--- src/rtl/paddle_tracker_pkg.sv ---
// rtl/paddle_tracker_pkg.sv - shared game constants, coordinate type and state encodings
package paddle_tracker_pkg;

  localparam int COORD_W = 16;
  typedef logic [COORD_W-1:0] coord_t;

  localparam coord_t COL_MIN = 16'd40;
  localparam coord_t COL_MAX = 16'd583;
  localparam coord_t ROW_MAX = 16'd550;

  typedef enum logic [1:0] {
    IDLE  = 2'd0,
    SLIDE = 2'd1,
    DROP  = 2'd2,
    GONE  = 2'd3
  } state_t;

  typedef enum logic {
    DIR_LEFT  = 1'b0,
    DIR_RIGHT = 1'b1
  } dir_t;

endpackage

--- src/rtl/paddle_tracker_if.sv ---
// rtl/paddle_tracker_if.sv - game-side control inputs and paddle status outputs
interface paddle_tracker_if;
  import paddle_tracker_pkg::*;

  logic       frame;
  logic       frame2;
  logic       padcolce;
  logic       padrowce;
  logic       paddlescore;
  logic       paddlegone;
  logic       btn_left;
  logic       btn_right;
  logic       start;
  coord_t     paddlecol;
  coord_t     paddlerow;
  logic [7:0] score;
  logic       playing;
  logic       lost;

  modport master (
    output frame, frame2, padcolce, padrowce, paddlescore, paddlegone,
           btn_left, btn_right, start,
    input  paddlecol, paddlerow, score, playing, lost
  );

  modport slave (
    input  frame, frame2, padcolce, padrowce, paddlescore, paddlegone,
           btn_left, btn_right, start,
    output paddlecol, paddlerow, score, playing, lost
  );

endinterface

--- src/rtl/paddle_tracker_edge_rise.sv ---
// rtl/paddle_tracker_edge_rise.sv - rising-edge detector on a level input
module edge_rise (
  input  logic clk,
  input  logic reset,
  input  logic d,
  output logic rise
);

  logic prev_q;

  always_ff @(posedge clk or posedge reset) begin
    if (reset) prev_q <= 1'b0;
    else       prev_q <= d;
  end

  assign rise = d & ~prev_q;

endmodule

--- src/rtl/paddle_tracker.sv ---
// rtl/paddle_tracker.sv - paddle slide/drop state machine with hit scoring
module paddle_tracker
  import paddle_tracker_pkg::*;
#(
  parameter int COL_START = 312,
  parameter int ROW_START = 100
) (
  input logic             clk,
  input logic             reset,
  paddle_tracker_if.slave bus
);

  localparam coord_t COL_INIT = coord_t'(COL_START);
  localparam coord_t ROW_INIT = coord_t'(ROW_START);

  state_t     state_q, state_d;
  dir_t       dir_q, dir_d;
  coord_t     col_q, col_d;
  coord_t     row_q, row_d;
  logic [7:0] score_q, score_d;
  logic       playing_q, lost_q;
  logic       score_rise;
  logic       unused_frame2;

  assign unused_frame2 = bus.frame2;

  edge_rise u_score_edge (
    .clk   (clk),
    .reset (reset),
    .d     (bus.paddlescore),
    .rise  (score_rise)
  );

  always_comb begin
    state_d = state_q;
    dir_d   = dir_q;
    col_d   = col_q;
    row_d   = row_q;
    score_d = score_q;

    // Scoring uses the registered playing flag so a hit on the DROP->GONE cycle still counts.
    if (score_rise && playing_q && score_q != 8'hFF) score_d = score_q + 8'd1;

    case (state_q)
      IDLE: begin
        if (bus.frame && bus.start) begin
          state_d = SLIDE;
          col_d   = COL_INIT;
          row_d   = ROW_INIT;
          score_d = 8'd0;
          dir_d   = DIR_RIGHT;
        end
      end
      SLIDE: begin
        if (bus.frame && (bus.btn_left ^ bus.btn_right))
          dir_d = bus.btn_left ? DIR_LEFT : DIR_RIGHT;
        // Step with the direction held before this cycle's steering update.
        if (bus.padcolce) begin
          if (dir_q == DIR_RIGHT && col_q < COL_MAX)     col_d = col_q + 16'd1;
          else if (dir_q == DIR_LEFT && col_q > COL_MIN) col_d = col_q - 16'd1;
        end
        if (col_q == COL_MIN || col_q == COL_MAX) state_d = DROP;
      end
      DROP: begin
        if (bus.padrowce && row_q < ROW_MAX) row_d = row_q + 16'd1;
        if (bus.paddlegone) state_d = GONE;
      end
      GONE: begin
        if (!bus.start) state_d = IDLE;
      end
      default: state_d = IDLE;
    endcase
  end

  always_ff @(posedge clk or posedge reset) begin
    if (reset) begin
      state_q   <= IDLE;
      dir_q     <= DIR_RIGHT;
      col_q     <= COL_INIT;
      row_q     <= ROW_INIT;
      score_q   <= 8'd0;
      playing_q <= 1'b0;
      lost_q    <= 1'b0;
    end else begin
      state_q   <= state_d;
      dir_q     <= dir_d;
      col_q     <= col_d;
      row_q     <= row_d;
      score_q   <= score_d;
      playing_q <= (state_d == SLIDE) || (state_d == DROP);
      lost_q    <= (state_d == GONE);
    end
  end

  assign bus.paddlecol = col_q;
  assign bus.paddlerow = row_q;
  assign bus.score     = score_q;
  assign bus.playing   = playing_q;
  assign bus.lost      = lost_q;

endmodule

--- src/flat_wrapper.sv ---
// flat-port wrapper written by rule: the top's interface ports become plain ports
module paddle_tracker_flat import paddle_tracker_pkg::*;
#(
  parameter int COL_START = 312,
  parameter int ROW_START = 100
)
  (clk, reset, bus_frame, bus_frame2, bus_padcolce, bus_padrowce, bus_paddlescore, bus_paddlegone, bus_btn_left, bus_btn_right, bus_start, bus_paddlecol, bus_paddlerow, bus_score, bus_playing, bus_lost);
  paddle_tracker_if bus_i ();
  input logic clk;
  input logic reset;
  input wire logic [$bits(bus_i.frame)-1:0] bus_frame;
  input wire logic [$bits(bus_i.frame2)-1:0] bus_frame2;
  input wire logic [$bits(bus_i.padcolce)-1:0] bus_padcolce;
  input wire logic [$bits(bus_i.padrowce)-1:0] bus_padrowce;
  input wire logic [$bits(bus_i.paddlescore)-1:0] bus_paddlescore;
  input wire logic [$bits(bus_i.paddlegone)-1:0] bus_paddlegone;
  input wire logic [$bits(bus_i.btn_left)-1:0] bus_btn_left;
  input wire logic [$bits(bus_i.btn_right)-1:0] bus_btn_right;
  input wire logic [$bits(bus_i.start)-1:0] bus_start;
  output wire logic [$bits(bus_i.paddlecol)-1:0] bus_paddlecol;
  output wire logic [$bits(bus_i.paddlerow)-1:0] bus_paddlerow;
  output wire logic [$bits(bus_i.score)-1:0] bus_score;
  output wire logic [$bits(bus_i.playing)-1:0] bus_playing;
  output wire logic [$bits(bus_i.lost)-1:0] bus_lost;
  assign bus_i.frame = bus_frame;
  assign bus_i.frame2 = bus_frame2;
  assign bus_i.padcolce = bus_padcolce;
  assign bus_i.padrowce = bus_padrowce;
  assign bus_i.paddlescore = bus_paddlescore;
  assign bus_i.paddlegone = bus_paddlegone;
  assign bus_i.btn_left = bus_btn_left;
  assign bus_i.btn_right = bus_btn_right;
  assign bus_i.start = bus_start;
  assign bus_paddlecol = bus_i.paddlecol;
  assign bus_paddlerow = bus_i.paddlerow;
  assign bus_score = bus_i.score;
  assign bus_playing = bus_i.playing;
  assign bus_lost = bus_i.lost;
  paddle_tracker #(.COL_START(COL_START), .ROW_START(ROW_START)) u_core (.clk(clk), .reset(reset), .bus(bus_i));
endmodule
--- config.mk ---
export PLATFORM = sky130hd
export DESIGN_NAME = paddle_tracker_flat
export DESIGN_NICKNAME = d
export VERILOG_FILES = /design/src/rtl/paddle_tracker_pkg.sv /design/src/rtl/paddle_tracker_if.sv /design/src/rtl/paddle_tracker_edge_rise.sv /design/src/rtl/paddle_tracker.sv /design/src/flat_wrapper.sv
export SDC_FILE = /design/constraint.sdc
export NUM_CORES = 1
export LEC_CHECK = 0
export CORE_MARGIN = 1
export CORE_UTILIZATION = 40
export CTS_BUF_LIST = sky130_fd_sc_hd__clkbuf_8
export CTS_CLUSTER_SIZE = 16
export DETAILED_ROUTE_END_ITERATION = 8
export DONT_BUFFER_PORTS = 1
export PLACE_DENSITY = 0.63
export SETUP_SLACK_MARGIN = 0.2
export SYNTH_ARGS = -nofsm -noshare
export SYNTH_HDL_FRONTEND = slang
export SYNTH_SLANG_ARGS = --single-unit
--- constraint.sdc ---
create_clock -name clk -period 4 [get_ports clk]
set_input_delay 1.2 -clock clk [delete_from_list [all_inputs] [get_ports clk]]
set_output_delay 1.2 -clock clk [all_outputs]
set_load 0.05 [all_outputs]
* Yosys cells after proc, flatten, opt, wreduce, memory -nomap -nowiden
Cells that the tools add are included.
** Operators by class
- Shift operators :: 0
- Divide/modulo/power cells :: 0
- Equality and inequality tests :: 14
- $mul :: 0
- Bitwise operators :: 4
- $add $sub $neg :: 4
- Order comparisons :: 3
- Reductions and logical operators :: 15
- Multiplexer cells :: 20
** Operators with widths (number)
- 16-bit 2-to-1 mux :: 6
- 16-bit one-hot mux with 2 select lines :: 2
- 16-bit by 1-bit adder with 16-bit output (second input constant) :: 2
- 16-bit by 10-bit less-than comparator with 1-bit output (second input constant) :: 2
- 8-bit 2-to-1 mux :: 3
- 16-bit by 10-bit equality test with 1-bit output (second input constant) :: 1
- 16-bit by 6-bit equality test with 1-bit output (second input constant) :: 1
- 16-bit by 6-bit greater-than comparator with 1-bit output (second input constant) :: 1
- 16-bit by 1-bit subtractor with 16-bit output (second input constant) :: 1
- 8-bit by 1-bit adder with 8-bit output (second input constant) :: 1
- 2-bit equality test (second input constant) :: 4
- 2-bit 2-to-1 mux :: 4
- 8-bit != test (second input constant) :: 1
- 2-bit one-hot mux with 4 select lines :: 1
- 1-bit logical AND :: 7
- 2-bit by 1-bit != test with 1-bit output (second input constant) :: 3
- 3-bit AND reduction :: 2
- 2-bit by 1-bit equality test with 1-bit output (second input constant) :: 2
- 4-bit AND reduction :: 1
- 2-bit nonzero test :: 2
- 1-bit 2-to-1 mux :: 3
- 3-bit by 1-bit != test with 1-bit output (second input constant) :: 1
- 2-bit zero test :: 1
- 1-bit logical OR :: 2
- other kinds (5) :: 6
** Word-level totals
- Input bits :: 11
- Register bits :: 46
- Logic and storage cells :: 68
- Output and inout port bits :: 42
- Bits in latches :: 0
- Memory bits (writable) :: 0
- Memories :: 0
- Memory bits (read-only) :: 0

* Longest topological paths before layout
Gate-level depths: netlist of the first run.
- Depth in word-level cells :: 7
- Gate-level depth with buffers :: 12
- Gate-level depth less buffers :: 11

* By module
Synthesis of the first run repeated with hierarchy kept, for this count alone.
** Unflattened totals
- Cells, all modules :: 302
- Area, all modules :: 2835.2 um^2
** By module, submodules not included
- paddle_tracker :: sequential area each 1136.1 um^2, times used 1, area an instance 2792.7 um^2, cells each 299
- edge_rise :: sequential area each 25.0 um^2, times used 1, area an instance 42.5 um^2, cells each 3

* Least setup slack after synthesis of the first run
No wires, ideal clock.
- Kind :: flip-flop to flip-flop
- Start point :: reg u_core.col_q[0], in the netlist u_core.bus.paddlecol[0]
- End point :: reg u_core.col_q[9], in the netlist u_core.bus.paddlecol[9]
- Cell stages (with the launch flop) :: 12
- Required time :: 3933 ps
- Buffers on the path :: 0
- Library setup time :: 67 ps
- Period minus slack after synthesis :: 3412 ps
- Arrival :: 3345 ps
- Path slack :: 588 ps
- Cells stage by stage :: dfrtp_1 -> nand4b_1 -> a2111oi_2 -> a2111oi_4 -> inv_1 -> ha_1 -> a211o_1 -> o211ai_1 -> a2bb2oi_1 -> a2111o_1 -> a31oi_1 -> a31o_1
** On the way
- Longest elaborated chain between the ends :: 5
- Elaborated cells on any way between the ends :: 12
- Those cells by class :: 2 x add/sub; 2 x order compare; 1 x eq/ne; 4 x mux; 3 x reduce/logical
** RTL lines
- start: declaration :: line paddle_tracker.sv:18 : coord_t col_q, col_d;
- start signal: assignment :: line paddle_tracker.sv:87 : col_q <= col_d;
- 16-bit by 1-bit subtractor with 16-bit output / 16-bit by 10-bit less-than comparator with 1-bit output (equally long branches) :: line paddle_tracker.sv:60, paddle_tracker.sv:59
- 16-bit 2-to-1 mux / 1-bit logical AND (equally long branches) :: line paddle_tracker.sv:60, paddle_tracker.sv:59
- 16-bit 2-to-1 mux :: line paddle_tracker.sv:59 : if (dir_q == DIR_RIGHT && col_q < COL_MAX) col_d = col_q + 16'd1;
- 16-bit 2-to-1 mux :: line paddle_tracker.sv:58 : if (bus.padcolce) begin
- 16-bit one-hot mux with 2 select lines :: line paddle_tracker.sv:44 : case (state_q)
Several ways; a longest one is shown, not always the timed one. The select of a mux whose other input is x is not followed.
A chain may end at the register's enable or synchronous reset.

* Final worst setup path of the first run
- Start point :: reg u_core.col_q[12], in the netlist u_core.bus.paddlecol[12]
- End point :: reg u_core.col_q[9], in the netlist u_core.bus.paddlecol[9]
** On the way
- Longest elaborated chain between the ends :: 5
- Elaborated cells on any way between the ends :: 9
- Those cells by class :: 2 x order compare; 1 x eq/ne; 3 x mux; 3 x reduce/logical
** RTL lines (line)
- 16-bit by 10-bit less-than comparator with 1-bit output :: paddle_tracker.sv:59
- 1-bit logical AND :: paddle_tracker.sv:59
- 16-bit 2-to-1 mux :: paddle_tracker.sv:59
- 16-bit 2-to-1 mux :: paddle_tracker.sv:58
- 16-bit one-hot mux with 2 select lines :: paddle_tracker.sv:44
Several ways; a longest one is shown, not always the timed one. The select of a mux whose other input is x is not followed.

==> results.py, run 1 <==
metrics = {
    "yosys": {
        "synthTopCellsByArea": "dfrtp_1, ha_1, dfstp_2",
        "synthFlopType": "dfrtp_1",
        "synth_enable_flop_cells": 0,
        "yosysMostFrequentCell": "dfrtp_1",
        "yosysUniqueCellTypes": 58,
        "ys_ff_latch": 46,
        "syn_area_mm2": 0.00294,
        "synth_common_cells": "dfrtp_1, nor2_1, ha_1",
        "yosys.area.top_type_share_pct": 32.3,
        "yosysSeqAreaShare_pct": 39.4,
        "ys_warn_count": 0,
        "yosysTopAreaCell": "dfrtp_1",
        "syn_nets": 334,
        "syn_inst": 305,
        "synth.avg_cell_area_um2": 9.65,
        "async_reset_ff_share_pct": 100,
    },
    "setup_path": {
        "path_max_fanout": 11,
        "critPathKind": "reg -> reg",
        "required_ns": 4.24,
        "worstPathCellList": "nor4_1, nand2_1, a2111oi_4, inv_1, ha_1, a211o_1, o211ai_1, a2bb2oi_1, a2111o_1, a31oi_1, a31o_1",
        "r2r_slack_ns": 0.41,
        "end_kind": "flip-flop",
        "start_kind": "flip-flop",
        "worstPathArrival_ns": 3.82,
        "slowest_stage": "a2111o_1",
        "critical_path.max_stage_delay_ns": 0.45,
    },
    "final_layout": {
        "syn_to_final_growth_pct": 10.8,
        "finalNonFillerCells": 416,
        "antenna_cells": 0,
        "fin_nets": 348,
        "drive_gt1_share_pct": 14.7,
    },
    "clocking": {
        "cts_hold_buf": 0,
        "cts_resized": 0,
        "cts_setup_buffers": 0,
        "worst_skew_pair.late_latency_ns": 0.30,
        "cts-buffers-inserted": 5,
        "clkSinkCount": 46,
        "cts_root_buffer": "clkbuf_8",
        "clkTransAtPathRegs_ns": 0.08,
        "cts_tree": "done",
        "cts_max_level": 2,
        "clk_path_buf_depth": 2,
    },
    "sta": {
        "skew_ns": 0.00794,
        "timing.hold.ws_ns": 0.577,
        "tightest_slew_ns": 0.956,
        "maxSlewViolCount": 0,
        "rsz0062_at_grt": "no",
        "fmax_ghz": 0.279,
        "worst_slack_ns": 0.413,
        "fin_crit_ns": 3.59,
        "setup_tns_ns": 0,
        "slew-limit-headroom_pct": 36.2,
        "min_period_over_period_pct": 89.7,
        "setup_viol": 0,
        "hold_violations": 0,
    },
    "route": {
        "postRouteAntennaNets": 0,
        "firstDrtPassIters": 4,
        "vias": 2317,
        "routedWlPerCell_um": 15.9,
        "via_per_inst": 5.57,
        "drc_errors": 0,
        "drtIter0Drc": 102,
        "routed_wirelength_mm": 6.62,
    },
    "power_and_ir_drop": {
        "total_power_mw": 3.13,
        "power_switching_share_pct": 51.7,
        "share_comb_of_total_power_pct": 57.4,
        "p_seq_share_pct": 31.2,
        "leakage_nw": 1.40,
        "power_density_mw_per_mm2": 961,
        "power.internal_mw": 1.51,
        "clockPowerShare_pct": 11.4,
        "max-vdd-ir-drop_mv": 0.305,
        "switchingPower_mw": 1.62,
    },
    "placement": {
        "placed_cells": 408,
        "io_buffers": 0,
        "pre_cts_ws_ns": 0.438,
        "dp_hpwl_mm": 4.80,
        "gp_congestion": 0.757,
    },
    "floorplanning": {
        "start_util_pct": 42.4,
        "core-area_mm2": 0.00694,
        "die_y_um": 87.8,
        "die-area_mm2": 0.00771,
        "io_pins": 53,
        "die_x_um": 87.8,
        "rows": 30,
    },
    "global_routing": {
        "antenna_found_initial": 0,
        "grt_start_max_net_pins": 47,
        "grt_pass1_vias": 2272,
        "gr-total-overflow": 0,
        "grt_pass1_wl_mm": 10.8,
        "grtUsageTotal_pct": 18.0,
    },
    "job": {
        "max-cap-violations": 0,
    },
    "run_status": {
        "status": "complete, no violations",
    },
    "worst_hold_path": {
        "hold_path.class": "reg -> reg",
    },
}
==> placed cells by master (no fill, tap or decap), types with 4 or more instances in the layout <==
master	instances
xnor2_1	7
ha_1	17
nor3_1	6
and2_1	4
inv_1	11
nor4_1	5
a21oi_1	16
o21ai_1	13
nor2_1	32
buf_4	19
clkbuf_8	6
dfstp_2	8
xor2_1	15
mux2i_1	4
a21o_1	4
nand2_1	13
dfrtp_1	38
o21a_1	4
a31oi_1	6
and3_1	6
o21ai_0	4
nand4_1	4
nand3_1	15
==> flip-flops by register name (all words and copies together), names as in the netlist <==
name / cells
u_core.u_score_edge.prev_q: 1
u_core.dir_q: 1
u_core.state_q: 2
u_core.bus.playing: 1
u_core.bus.lost: 1
u_core.bus.paddlerow: 16
u_core.bus.paddlecol: 16
u_core.bus.score: 8
==> final timing paths <==
check | start | endpoint | depth (start not counted)
worst max-delay path | u_core.bus.paddlecol[12] | u_core.bus.paddlecol[9] | 11
worst min-delay path | u_core.state_q[0] | u_core.state_q[0] | 1
worst max register to register | u_core.bus.paddlecol[12] | u_core.bus.paddlecol[9] | 11
worst min register to register | u_core.state_q[0] | u_core.state_q[0] | 1
max in group asynchronous | reset | u_core.bus.paddlecol[14] | 1
min in group asynchronous | reset | u_core.bus.paddlerow[7] | 1
==> metrics by stage <==
step	util (%)	area (um2)
finish	47.0	3260
global route	47.0	3260
CTS	47.0	3260
global placement	45.3	3140
detailed placement	45.3	3140
floorplan	-	2940
==> final cells by class <==
type,instances,area (um2)
inverters,11,41.3
multi-input cells,236,1680
clock buffers,6,82.6
well taps,96,120
repair buffers,19,143
clock inverters,2,33.8
fillers,678,3680
flip-flops and latches,46,1160
==> power by group through the flow <==
stage / combinational [mW] / clock (mW) / sequential (mW)
after floorplan: 1.13 / 0 / 1.28
after CTS: 1.80 / 0.366 / 0.981
final: 1.80 / 0.356 / 0.979
after global routing: 1.99 / 0.381 / 1.00
after global placement: 1.77 / 0 / 0.984
after detailed placement: 1.79 / 0 / 0.988
==> critical path: cells and delay by family, from the launching register on <==
family          cells  cell delay (ns)
simple gates        2             0.62
flops               1             0.38
compound gates      7             1.78
buf+inv             1             0.35
fa+ha+maj           1             0.39
==> per-layer routing <==
metal  share of wire (%)  global-route usage (%)
met5                   0                       0
met4                 1.6                    5.66
met3                 6.6                    5.28
met2                  44                    28.7
met1                  47                    23.6
==> cell families (layout without fill, tap and decap cells) <==
kind of cell | Yosys count | in the layout | synth area share [%]
simple gates | 105 | 105 | 18.4
compound gates | 87 | 87 | 22.6
flops | 46 | 46 | 39.4
buf+inv | 23 | 38 | 3.70
xor+xnor | 22 | 22 | 6.55
fa+ha+maj | 18 | 18 | 7.90
mux | 4 | 4 | 1.36
No activity file was read; power rests on OpenSTA's default activity.
==> run 2: changes to the inputs <==
Settings changed: ABC_CLOCK_PERIOD_IN_PS from default to 3750.
Clock period 4 ns to 3.75 ns, I/O delays scaled along.
==> results.py, run 2 (synthesized netlist as in run 1, its figures left out) <==
metrics = {
    "placement": {
        "gp_congestion": 0.753,
        "dp_hpwl_mm": 4.95,
        "placed_area_mm2": 0.00314,
        "pre_cts_ws_ns": 0.144,
        "io_buffers": 0,
    },
    "global_routing": {
        "antenna_found_initial": 0,
        "grt_pass1_wl_mm": 11.2,
        "gr-total-overflow": 0,
        "grt_start_max_net_pins": 47,
        "grt_pass1_vias": 2274,
        "grtUsageTotal_pct": 18.8,
    },
    "floorplanning": {
        "die_y_um": 87.8,
        "die-area_mm2": 0.00771,
        "start_util_pct": 42.4,
        "rows": 30,
        "io_pins": 53,
        "die_x_um": 87.8,
        "core-area_mm2": 0.00694,
    },
    "final_layout": {
        "fin_nets": 349,
        "layout_common_cells": "dfrtp_1, nor2_1, buf_4",
        "finalInstanceArea_mm2": 0.00329,
        "fillCellCount": 652,
        "antenna_cells": 0,
        "drive_gt1_share_pct": 16.2,
        "final_common_cell": "dfrtp_1",
        "syn_to_final_growth_pct": 11.6,
    },
    "power_and_ir_drop": {
        "power_density_mw_per_mm2": 1020,
        "leakage_nw": 1.40,
        "p_seq_share_pct": 31.3,
        "total_power_mw": 3.37,
        "switchingPower_mw": 1.76,
        "power.internal_mw": 1.61,
        "share_comb_of_total_power_pct": 57.9,
        "clockPowerShare_pct": 10.8,
        "max-vdd-ir-drop_mv": 0.384,
        "power_switching_share_pct": 52.2,
    },
    "sta": {
        "min_period_over_period_pct": 87.7,
        "setup_viol": 0,
        "maxSlewViolCount": 0,
        "worst_slack_ns": 0.463,
        "skew_ns": 0.00490,
        "slew-limit-headroom_pct": 35.6,
        "setup_tns_ns": 0,
        "hold_violations": 0,
        "tightest_slew_ns": 0.964,
        "fin_crit_ns": 3.29,
        "fmax_ghz": 0.304,
        "rsz0062_at_grt": "no",
    },
    "route": {
        "via_per_inst": 5.68,
        "postRouteAntennaNets": 0,
        "drtIter0Drc": 75,
        "firstDrtPassIters": 4,
        "drc_errors": 0,
        "routedWlPerCell_um": 16.3,
        "vias": 2368,
        "routed_wirelength_mm": 6.78,
    },
    "run_status": {
        "status": "complete, no violations",
    },
    "clocking": {
        "cts_hold_buf": 0,
        "cts_tree": "done",
        "worst_skew_pair.late_latency_ns": 0.30,
        "clk_path_buf_depth": 2,
        "cts_root_buffer": "clkbuf_8",
        "clkSinkCount": 46,
        "cts-buffers-inserted": 5,
        "cts_max_level": 2,
        "clkTransAtPathRegs_ns": 0.09,
    },
    "setup_path": {
        "path_max_fanout": 12,
        "critPathKind": "reg -> reg",
        "worstPathArrival_ns": 3.45,
        "required_ns": 3.91,
        "start_kind": "flip-flop",
        "end_kind": "flip-flop",
    },
    "job": {
        "max-cap-violations": 0,
    },
    "worst_hold_path": {
        "hold_path.class": "reg -> reg",
    },
}
-- run 2: final timing paths --
kind / from / endpoint / slack, ns / depth (start not counted)
worst min register to register: u_core.state_q[0] / u_core.state_q[0] / 0.60 / 1
min in group asynchronous: reset / u_core.bus.score[5] / 0.91 / 1
worst min-delay path: u_core.state_q[0] / u_core.state_q[0] / 0.60 / 1
worst max register to register: u_core.bus.paddlecol[3] / u_core.bus.paddlecol[14] / 0.46 / 11
worst max-delay path: u_core.bus.paddlecol[3] / u_core.bus.paddlecol[14] / 0.46 / 11
max in group asynchronous: reset / u_core.bus.paddlerow[7] / 2.23 / 1
-- run 2: per-stage QoR --
stage | hold WS [ns] | std cells | util [%]
finish | 0.595 | 417 | 47.3
global route | 0.637 | 417 | 47.3
CTS | 0.577 | 416 | 46.8
detailed placement | 0.562 | 408 | 45.3
global placement | 0.553 | 408 | 45.3
floorplan | 0.506 | 305 | -
-- run 2: power by group through the flow --
stage | clock network (mW) | registers [mW] | logic, mW
global route | 0.400 | 1.08 | 2.15
CTS | 0.378 | 1.05 | 1.93
finish | 0.364 | 1.05 | 1.95
floorplan | 0 | 1.36 | 1.20
global placement | 0 | 1.05 | 1.88
detailed placement | 0 | 1.06 | 1.92
-- run 2: critical path: stages (launching register included) --
cell and delay [ns]:
dfstp_2 0.62, nand4b_1 0.24, a2111oi_4 0.13, a2111oi_4 0.33
inv_2 0.21, fa_1 0.44, a21oi_1 0.22, nand4b_1 0.19
a21oi_1 0.16, o31ai_1 0.31, xor2_1 0.22, o21ai_1 0.08
-- run 2: routing by layer --
layer  GRT usage (%)  vias to the layer above  routed length, um
met5               0                        -                  0
met4            5.96                        0                 97
met3            6.03                        6                448
met2            31.1                       50               3160
met1            23.2                     1151               3080
li1                -                     1161                  -
-- run 2: final cells by class --
class | count | area (um2) | share of cell area (%)
clock buffers | 5 | 68.8 | 2.09
clock inverters | 3 | 40.0 | 1.22
inverters | 11 | 41.3 | 1.26
multi-input cells | 236 | 1700 | 51.9
flip-flops and latches | 46 | 1160 | 35.3
well taps | 96 | 120 | 3.66
repair buffers | 20 | 150 | 4.57
-- run 2: timing repair --
item / 4_1_cts / 5_1_grt
setup buffers: 0 / 1
pin swaps: 0 / 1
resized for setup: 1 / 3
endpoints found under the setup margin: 4 / 8
